`src/rtl/alu_writeback_stage.sv`:
```
// alu_writeback_stage
//   Execute/writeback stage behind ARM_ALU. Each accepted ALU op is held in a
//   2-entry elastic buffer (head/tail) with valid/ready handshakes on both
//   sides. The stage also owns the architectural NZCV register and resolves
//   the ARM condition code of each op when it is accepted, so B.cond decisions
//   travel with the result.
//
// Ports
//   clk, rst_n     : single rising-edge clock, synchronous active-low reset
//   in_valid/ready : upstream handshake; ready depends on stored count only
//   in_f           : ALU result
//   in_status      : ALU status, [3]=N [2]=Z [1]=C [0]=V
//   in_set_flags   : op writes NZCV
//   in_we, in_rd   : register write request and destination index
//   in_is_bcond    : op is a conditional branch
//   in_cond        : ARM condition code
//   out_valid/ready: downstream handshake for the head entry
//   out_f, out_rd  : head result and destination
//   out_we         : head write enable, already cleared for the zero register
//   out_take       : head branch taken
//   flags          : architectural NZCV
module alu_writeback_stage #(
  parameter int DATA_W   = 64,
  parameter int RD_W     = 5,
  parameter int ZERO_REG = 31
) (
  input  logic              clk,
  input  logic              rst_n,
  input  logic              in_valid,
  output logic              in_ready,
  input  logic [DATA_W-1:0] in_f,
  input  logic [3:0]        in_status,
  input  logic              in_set_flags,
  input  logic              in_we,
  input  logic [RD_W-1:0]   in_rd,
  input  logic              in_is_bcond,
  input  logic [3:0]        in_cond,
  output logic              out_valid,
  input  logic              out_ready,
  output logic [DATA_W-1:0] out_f,
  output logic [RD_W-1:0]   out_rd,
  output logic              out_we,
  output logic              out_take,
  output logic [3:0]        flags
);

  // ARM condition evaluation against an NZCV nibble.
  function automatic logic cond_true(input logic [3:0] cond, input logic [3:0] nzcv);
    logic n, z, c, v;
    logic base;
    n = nzcv[3];
    z = nzcv[2];
    c = nzcv[1];
    v = nzcv[0];
    case (cond[3:1])
      3'b000:  base = z;
      3'b001:  base = c;
      3'b010:  base = n;
      3'b011:  base = v;
      3'b100:  base = c & ~z;
      3'b101:  base = (n == v);
      3'b110:  base = ~z & (n == v);
      default: base = 1'b1;
    endcase
    // Odd codes invert the even condition, except 1111 which is also "always".
    if (cond[0] && (cond[3:1] != 3'b111)) begin
      base = ~base;
    end
    return base;
  endfunction

  logic [1:0]        count;
  logic [DATA_W-1:0] head_f,    tail_f;
  logic [RD_W-1:0]   head_rd,   tail_rd;
  logic              head_we,   tail_we;
  logic              head_take, tail_take;

  logic push;
  logic pop;
  logic new_we;
  logic new_take;

  assign in_ready  = (count != 2'd2);
  assign out_valid = (count != 2'd0);
  assign push      = in_valid && in_ready;
  assign pop       = out_valid && out_ready;

  // Condition uses flags before this op's own update, so a flag-setting op
  // pushed one cycle earlier is already visible here without any bypass.
  assign new_take = in_is_bcond && cond_true(in_cond, flags);
  assign new_we   = in_we && (in_rd != RD_W'(ZERO_REG));

  assign out_f    = head_f;
  assign out_rd   = head_rd;
  assign out_we   = head_we;
  assign out_take = head_take;

  // Buffer update: head changes only when a new op or the tail moves into it,
  // so an emptied buffer keeps showing the last popped entry.
  always_ff @(posedge clk) begin
    if (!rst_n) begin
      count     <= 2'd0;
      flags     <= 4'b0000;
      head_f    <= '0;
      head_rd   <= '0;
      head_we   <= 1'b0;
      head_take <= 1'b0;
      tail_f    <= '0;
      tail_rd   <= '0;
      tail_we   <= 1'b0;
      tail_take <= 1'b0;
    end else begin
      if (push && in_set_flags) begin
        flags <= in_status;
      end
      case (count)
        2'd0: begin
          if (push) begin
            head_f    <= in_f;
            head_rd   <= in_rd;
            head_we   <= new_we;
            head_take <= new_take;
            count     <= 2'd1;
          end
        end
        2'd1: begin
          if (push && pop) begin
            head_f    <= in_f;
            head_rd   <= in_rd;
            head_we   <= new_we;
            head_take <= new_take;
          end else if (push) begin
            tail_f    <= in_f;
            tail_rd   <= in_rd;
            tail_we   <= new_we;
            tail_take <= new_take;
            count     <= 2'd2;
          end else if (pop) begin
            count     <= 2'd0;
          end
        end
        default: begin
          // Full: no push possible, a pop promotes the tail.
          if (pop) begin
            head_f    <= tail_f;
            head_rd   <= tail_rd;
            head_we   <= tail_we;
            head_take <= tail_take;
            count     <= 2'd1;
          end
        end
      endcase
    end
  end

endmodule

```
`config.mk`:
```
export PLATFORM = sky130hd
export DESIGN_NAME = alu_writeback_stage
export DESIGN_NICKNAME = d
export VERILOG_FILES = /design/src/rtl/alu_writeback_stage.sv
export SDC_FILE = /design/constraint.sdc
export NUM_CORES = 1
export LEC_CHECK = 0
export BUFFER_PORTS_ARGS = -buffer_cell sky130_fd_sc_hd__buf_4
export CORE_MARGIN = 3
export CORE_UTILIZATION = 30
export DETAILED_ROUTE_END_ITERATION = 8
export PLACE_DENSITY = 0.5
export SLEW_MARGIN = 20
export SYNTH_ARGS = -nofsm -noshare
export SYNTH_HDL_FRONTEND = slang
export SYNTH_SLANG_ARGS = --single-unit
```
`constraint.sdc`:
```
create_clock -name clk -period 3.75 [get_ports clk]
set_input_delay 0.5625 -clock clk [delete_from_list [all_inputs] [get_ports clk]]
set_output_delay 0.5625 -clock clk [all_outputs]
set_load 0.01 [all_outputs]
```
==> results of run 1 <==
## cells by family (layout without fill, tap and decap cells)
kind of cell | count (synthesis) | in the layout | synth area share
muxes | 76 | 76 | 0.124
xor gates and xnor gates | 2 | 2 | 0.00279
DFF | 148 | 148 | 0.472
AOI/OAI and AO/OA | 157 | 157 | 0.213
and+or+nand+nor | 230 | 230 | 0.145
buffers and inverters | 60 | 201 | 0.0431
## worst max-delay path: stages, from the launching register on
cell and delay (ns):
dfxtp_4 0.80, buf_4 0.65, nand2b_1 0.14, buf_4 0.18
## cell type report
type,instances,share of cell area
timing repair buffer,167,0.154
clock inverter,9,0.0150
inverter,2,0.000911
sequential,148,0.360
tap,270,0.0410
multi-input combinational,465,0.370
clock buffer,23,0.0592
## where the power goes
group,switching (mW),internal [mW],total [mW]
sequential,0.0581,1.66,1.72
clock,0.640,1.11,1.75
combinational,0.242,0.263,0.505
## state kept, by name, summed over array words and instances, names as in the netlist
signal / cells
out_f: 64
tail_we: 1
flags: 4
count: 2
out_rd: 5
tail_f: 64
out_we: 1
tail_rd: 5
out_take: 1
tail_take: 1
## cells in the final DEF, fill, tap and decap left out, drive strengths merged, types with 2 or more instances in the layout
| cell | synthesis | routed |
|---|---|---|
| inv | 2 | 3 |
| a21oi | 4 | 4 |
| xnor2 | 2 | 2 |
| a21boi | 72 | 72 |
| bufinv | 0 | 3 |
| o21ai | 4 | 4 |
| nor2 | 3 | 3 |
| buf | 31 | 167 |
| o211a | 70 | 70 |
| nor2b | 7 | 7 |
| clkbuf | 27 | 23 |
| nand2b | 2 | 2 |
| mux2i | 74 | 74 |
| o211ai | 2 | 2 |
| nand2 | 211 | 211 |
| dfxtp | 148 | 148 |
| clkinv | 0 | 4 |
## path summary, 6_finish.rpt
path | endpoint | cells after the start
setup reg to reg | tail_we | 4
setup / recovery | in_ready | 3
hold reg to reg | tail_f[24] | 2
hold / removal | tail_f[19] | 3
## per-layer routing
| metal | track usage | routed length (um) |
|---|---|---|
| met5 | 0 | 0 |
| met3 | 0.0503 | 1250 |
| met2 | 0.237 | 7210 |
| met1 | 0.182 | 7500 |
| met4 | 0.0453 | 227 |
==> results by group, run 1 <==
Finish
  – Layout filler cell count: 2046
  – Diodes inserted: 0
  – Area occupied by multi-input gates: 3050 um2
  – Fin cells: 1084
  – Synthesis-to-layout area growth: 31.5%
  – Final #Nets: 885
  – Final Util: 0.405
  – Sequential cell area: 2970 um2
  – Share of post-route cells with drive strength above 1: 0.249
  – Fin area: 8240 um2

Route
  – Starting DRT DRC Count: 237
  – Routed wire length: 16200 um
  – Vias/cell: 4.70
  – Via count: 5094
  – Routed wire per std cell: 14.9 um
  – DR pass1 iterations: 4
  – Post-route ant nets: 0
  – # DRC: 0

CTS
  – Post-CTS Resized: 0
  – Hold Buf Count CTS: 0
  – CTS tree: built
  – Bufs on Longest Clock Path: 2
  – Clk Latency, worst-skew pair: 0.41 ns
  – CTS sink count: 148
  – H-Tree Depth: 4
  – CTS root buffer: clkbuf_16
  – Clock transition at path regs: 0.06 ns
  – Post-CTS setup buffer count: 0
  – CTS Buf Count: 17

Logic synthesis
  – Dominant cells by area after synthesis: dfxtp_1 47%, nand2_1 13%, mux2i_1 12%
  – Synth top cells by count: 211 x nand2_1, 148 x dfxtp_1, 74 x mux2i_1, 71 x a21boi_1, 70 x o211a_1
  – Net count after synthesis: 757
  – Area leader, netlist: dfxtp_1
  – Seq/Total Area, Yosys: 0.472
  – Ys Warns: 0
  – Count leader, synth: nand2_1
  – Share of the synthesized area in the top cell type: 0.472
  – Number of synthesized flops with an enable pin: 0
  – Async set-reset flop share out of synthesis: 0
  – Commonest register cell after synthesis: dfxtp_1
  – Synth Cell Area: 6270 um2
  – Post-synthesis register bit count: 148
  – Synth unique cells: 32
  – Avg Inst Size Synth: 9.32 um2
  – Mapped Cells: 673

Power
  – Pwr Density: 483 nW/um2
  – Design Power: 3.98 mW
  – Maximum VDD drop: 0.000281 V
  – Leakage: 3.78 nW

Floorplan
  – DIE WIDTH: 151 um
  – Core area: 20400 um2
  – Die area: 22700 um2
  – Die H: 151 um
  – Initial core utilization: 0.308
  – Num rows: 52
  – I/O pins: 161

Worst setup path
  – CP startpoint: count[1]
  – R2r setup slk: 1.21 ns
  – Crit path kind: flop to output port
  – Reg-to-Reg Start: count[1]
  – Crit path DAT: 2.21 ns
  – Critical path fanouts, max: 41
  – Type of origin of the critical path: flop
  – Worst Path Required: 3.19 ns
  – CP endpoint kind: output port

Timing
  – Setup TNS: 0 ns
  – Final hold vios: 0
  – Relative slew slack: 0.365
  – Count of final setup violators: 0
  – Tightest Pin Transition: 0.952 ns
  – Min cycle time layout: 2.78 ns
  – Top achievable clock speed: 0.360 GHz
  – Tcrit/Tclk final: 0.740
  – Worst hold slack: 0.407 ns
  – Final setup margin: 0.974 ns
  – Clock Skew: 0.00568 ns
  – Slew Viols, Final: 0
  – Unrepaired setup endpoints after global routing: false

Place
  – Dpl cells: 1052
  – Placed Area: 7630 um2
  – Port Buffers: 160
  – GP Congestion: 0.752
  – Place WS: 1.15 ns
  – DP HPWL: 11100 um

GRT
  – First-pass GRT wire length: 26400 um
  – Grt ovf: 0
  – All-Layer GR Usage: 0.145
  – Vias in the first global route: 5204
  – Initial antenna violation count: 0
  – Largest net degree at the start of global routing: 81

Min path
  – Hold WC Path Type: input pin to flop
  – Worst Min Path Start: in_f[19]

Job
  – Max Cap Viol: 0

Status
  – Outcome: finished clean
Note: power is estimated with default switching activity, not from simulation.
==> run 2, diff against run 1 <==
ABC_AREA = 1   (was not set)
PLACE_DENSITY = 0.53   (was 0.5)
clock period = 2.4 ns   (was 3.75 ns; I/O delays follow)
==> results by group, run 2 <==
Worst setup path
  – Slowest cell delay on critical path: 0.34 ns (was 0.80 ns)
  – Critical path fanouts, max: 57 (was 41)
  – Type of origin of the critical path: flop (unchanged)
  – CP bufs+invs: 3 (was 2)
  – Critical path cell sequence: buf_4, o22ai_2, inv_4, buf_12, o21ai_0, a31oi_1 (was buf_4, nand2b_1, buf_4)
  – Worst Path Required: 2.74 ns (was 3.19 ns)
  – Crit path DAT: 2.13 ns (was 2.21 ns)
  – Crit path kind: flop to flop (was flop to output port)
  – CP max stage cell: dfxtp_2 (was dfxtp_4)
  – CP top delay family: buffers and inverters (unchanged)
  – CP endpoint kind: flop (was output port)

CTS
  – H-Tree Depth: 4 (unchanged)
  – Bufs on Longest Clock Path: 2 (unchanged)
  – Post-CTS Resized: 0 (unchanged)
  – CTS sink count: 148 (unchanged)
  – CTS Buf Count: 17 (unchanged)
  – CTS root buffer: clkbuf_16 (unchanged)
  – Clk Latency, worst-skew pair: 0.42 ns (was 0.41 ns)
  – Hold Buf Count CTS: 0 (unchanged)
  – Post-CTS setup buffer count: 0 (unchanged)
  – Clock transition at path regs: 0.06 ns (about the same)
  – CTS tree: built (unchanged)

Timing
  – Unrepaired setup endpoints after global routing: false (unchanged)
  – Tcrit/Tclk final: 0.748
  – Slew Viols, Final: 0 (unchanged)
  – Setup TNS: 0 ns (unchanged)
  – Count of final setup violators: 0 (unchanged)
  – Min cycle time layout: 1.79 ns
  – Tightest Pin Transition: 0.672 ns (was 0.952 ns)
  – Clock Skew: 0.00829 ns (was 0.00568 ns)
  – Final hold vios: 0 (unchanged)
  – Final setup margin: 0.605 ns (was 0.974 ns)
  – Relative slew slack: 0.552 (was 0.365)
  – Top achievable clock speed: 0.557 GHz

Logic synthesis
  – Mapped Cells: 770 (was 673)
  – Async set-reset flop share out of synthesis: 0 (unchanged)
  – Synth top cells by count: 153 x nand2_1, 151 x nor2_1, 148 x dfxtp_1, 106 x o21ai_0, 69 x a31oi_1 (was 211 x nand2_1, 148 x dfxtp_1, 74 x mux2i_1, 71 x a21boi_1, 70 x o211a_1)
  – Commonest register cell after synthesis: dfxtp_1 (unchanged)
  – Synth unique cells: 21 (was 32)
  – Seq/Total Area, Yosys: 0.509 (was 0.472)
  – Number of synthesized flops with an enable pin: 0 (unchanged)
  – Dominant cells by area after synthesis: dfxtp_1 51%, nand2_1 9.9%, nor2_1 9.7% (was dfxtp_1 47%, nand2_1 13%, mux2i_1 12%)
  – Net count after synthesis: 854 (was 757)
  – Ys Warns: 0 (unchanged)
  – Avg Inst Size Synth: 7.55 um2 (was 9.32 um2)
  – Count leader, synth: nand2_1 (unchanged)
  – Share of the synthesized area in the top cell type: 0.509 (was 0.472)
  – Synth Cell Area: 5820 um2 (was 6270 um2)
  – Post-synthesis register bit count: 148 (unchanged)
  – Area leader, netlist: dfxtp_1 (unchanged)

Floorplan
  – Core area: 18900 um2 (was 20400 um2)
  – Die area: 21100 um2 (was 22700 um2)
  – I/O pins: 161 (unchanged)
  – Initial core utilization: 0.308 (about the same)
  – DIE WIDTH: 145 um (was 151 um)
  – Num rows: 50 (was 52)
  – Die H: 145 um (was 151 um)

Job
  – Max Cap Viol: 0 (unchanged)

GRT
  – Initial antenna violation count: 1 (was 0)
  – All-Layer GR Usage: 0.154 (was 0.145)
  – First-pass GRT wire length: 26500 um (was 26400 um)
  – Grt ovf: 0 (unchanged)
  – Largest net degree at the start of global routing: 71 (was 81)
  – Vias in the first global route: 5033 (was 5204)

Route
  – DR pass1 iterations: 4 (unchanged)
  – Starting DRT DRC Count: 235 (was 237)
  – # DRC: 0 (unchanged)
  – Post-route ant nets: 0 (unchanged)
  – Vias/cell: 4.56 (was 4.70)
  – Routed wire length: 16300 um (was 16200 um)
  – Routed wire per std cell: 13.9 um (was 14.9 um)
  – Via count: 5362 (was 5094)

Status
  – Outcome: finished clean (unchanged)

Power
  – Pwr Density: 820 nW/um2 (was 483 nW/um2)
  – Leakage: 3.31 nW (was 3.78 nW)
  – Maximum VDD drop: 0.000495 V (was 0.000281 V)
  – Design Power: 6.39 mW (was 3.98 mW)

Finish
  – Final Util: 0.413 (was 0.405)
  – Share of post-route cells with drive strength above 1: 0.228 (was 0.249)
  – Commonest non-fill, non-tap cell in the layout: buf_4 (was nand2_1)
  – Synthesis-to-layout area growth: 34.1% (was 31.5%)
  – Fin cells: 1175 (was 1084)
  – Final #Nets: 986 (was 885)
  – Most frequent cells in the layout: 166 x buf_4, 153 x nand2_1, 151 x nor2_1, 147 x dfxtp_1, 106 x o21ai_0 (was 211 x nand2_1, 166 x buf_4, 147 x dfxtp_1, 74 x mux2i_1, 71 x a21boi_1)

Place
  – Place WS: 0.584 ns (was 1.15 ns)
  – DP HPWL: 10500 um (was 11100 um)
  – Port Buffers: 160 (unchanged)
  – GP Congestion: 0.735 (was 0.752)
  – Dpl cells: 1143 (was 1052)

Min path
  – Hold WC Path Type: input pin to flop (unchanged)
[run 2: cell types whose count changed after synthesis, moves of 68 or more]
cell,before,now
nor2_1,3,151
o21ai_0,4,106
mux2i_1,74,0
a21boi_1,71,0
o211a_1,70,0
a31oi_1,1,69
[run 2: final cells by class]
class | instances | area (um2)
inverters | 16 | 62.6
fillers | 2021 | 11100
clock inverters | 9 | 129
repair buffers | 173 | 1390
diodes | 1 | 2.50
flip-flops and latches | 148 | 2960
multi-input cells | 546 | 2460
clock buffers | 22 | 464
well taps | 260 | 325
[run 2: cell families after synthesis]
kind of cell | share of synthesized area
xor gates and xnor gates | 0.00301
buffers and inverters | 0.0671
AOI/OAI and AO/OA | 0.211
and+or+nand+nor | 0.209
DFF | 0.509
[run 2: worst paths after layout]
path	from	to	slack, ns	depth (start not counted)
min	out_ready	count[1]	0.14	2
max reg2reg	count[1]	out_f[44]	0.61	6
max	count[1]	out_f[44]	0.61	6
min reg2reg	tail_f[63]	out_f[63]	0.46	2
[run 2: stage by stage]
stage | hold WS (ns) | instance area, um2
final | 0.135 | 7800
after global routing | 0.120 | 7800
after CTS | 0.107 | 7790
after detailed placement | 0.462 | 7200
after global placement | 0.461 | 7200
after floorplan | 0.439 | 5820
[run 2: routing by layer]
metal  up-vias  part of all wire  global-route usage
met5         -                 0                   0
met4         0             0.014              0.0565
met3        16             0.046              0.0412
met2       128              0.45               0.236
met1      2371              0.49               0.208
li1       2847                 -                   -
[run 2: power breakdown]
| part | total (mW) | internal [mW] | switching, mW | leakage (nW) |
|---|---|---|---|---|
| clock | 2.68 | 1.68 | 1.00 | 0.286 |
| sequential | 2.77 | 2.66 | 0.109 | 1.22 |
| combinational | 0.940 | 0.437 | 0.503 | 1.81 |
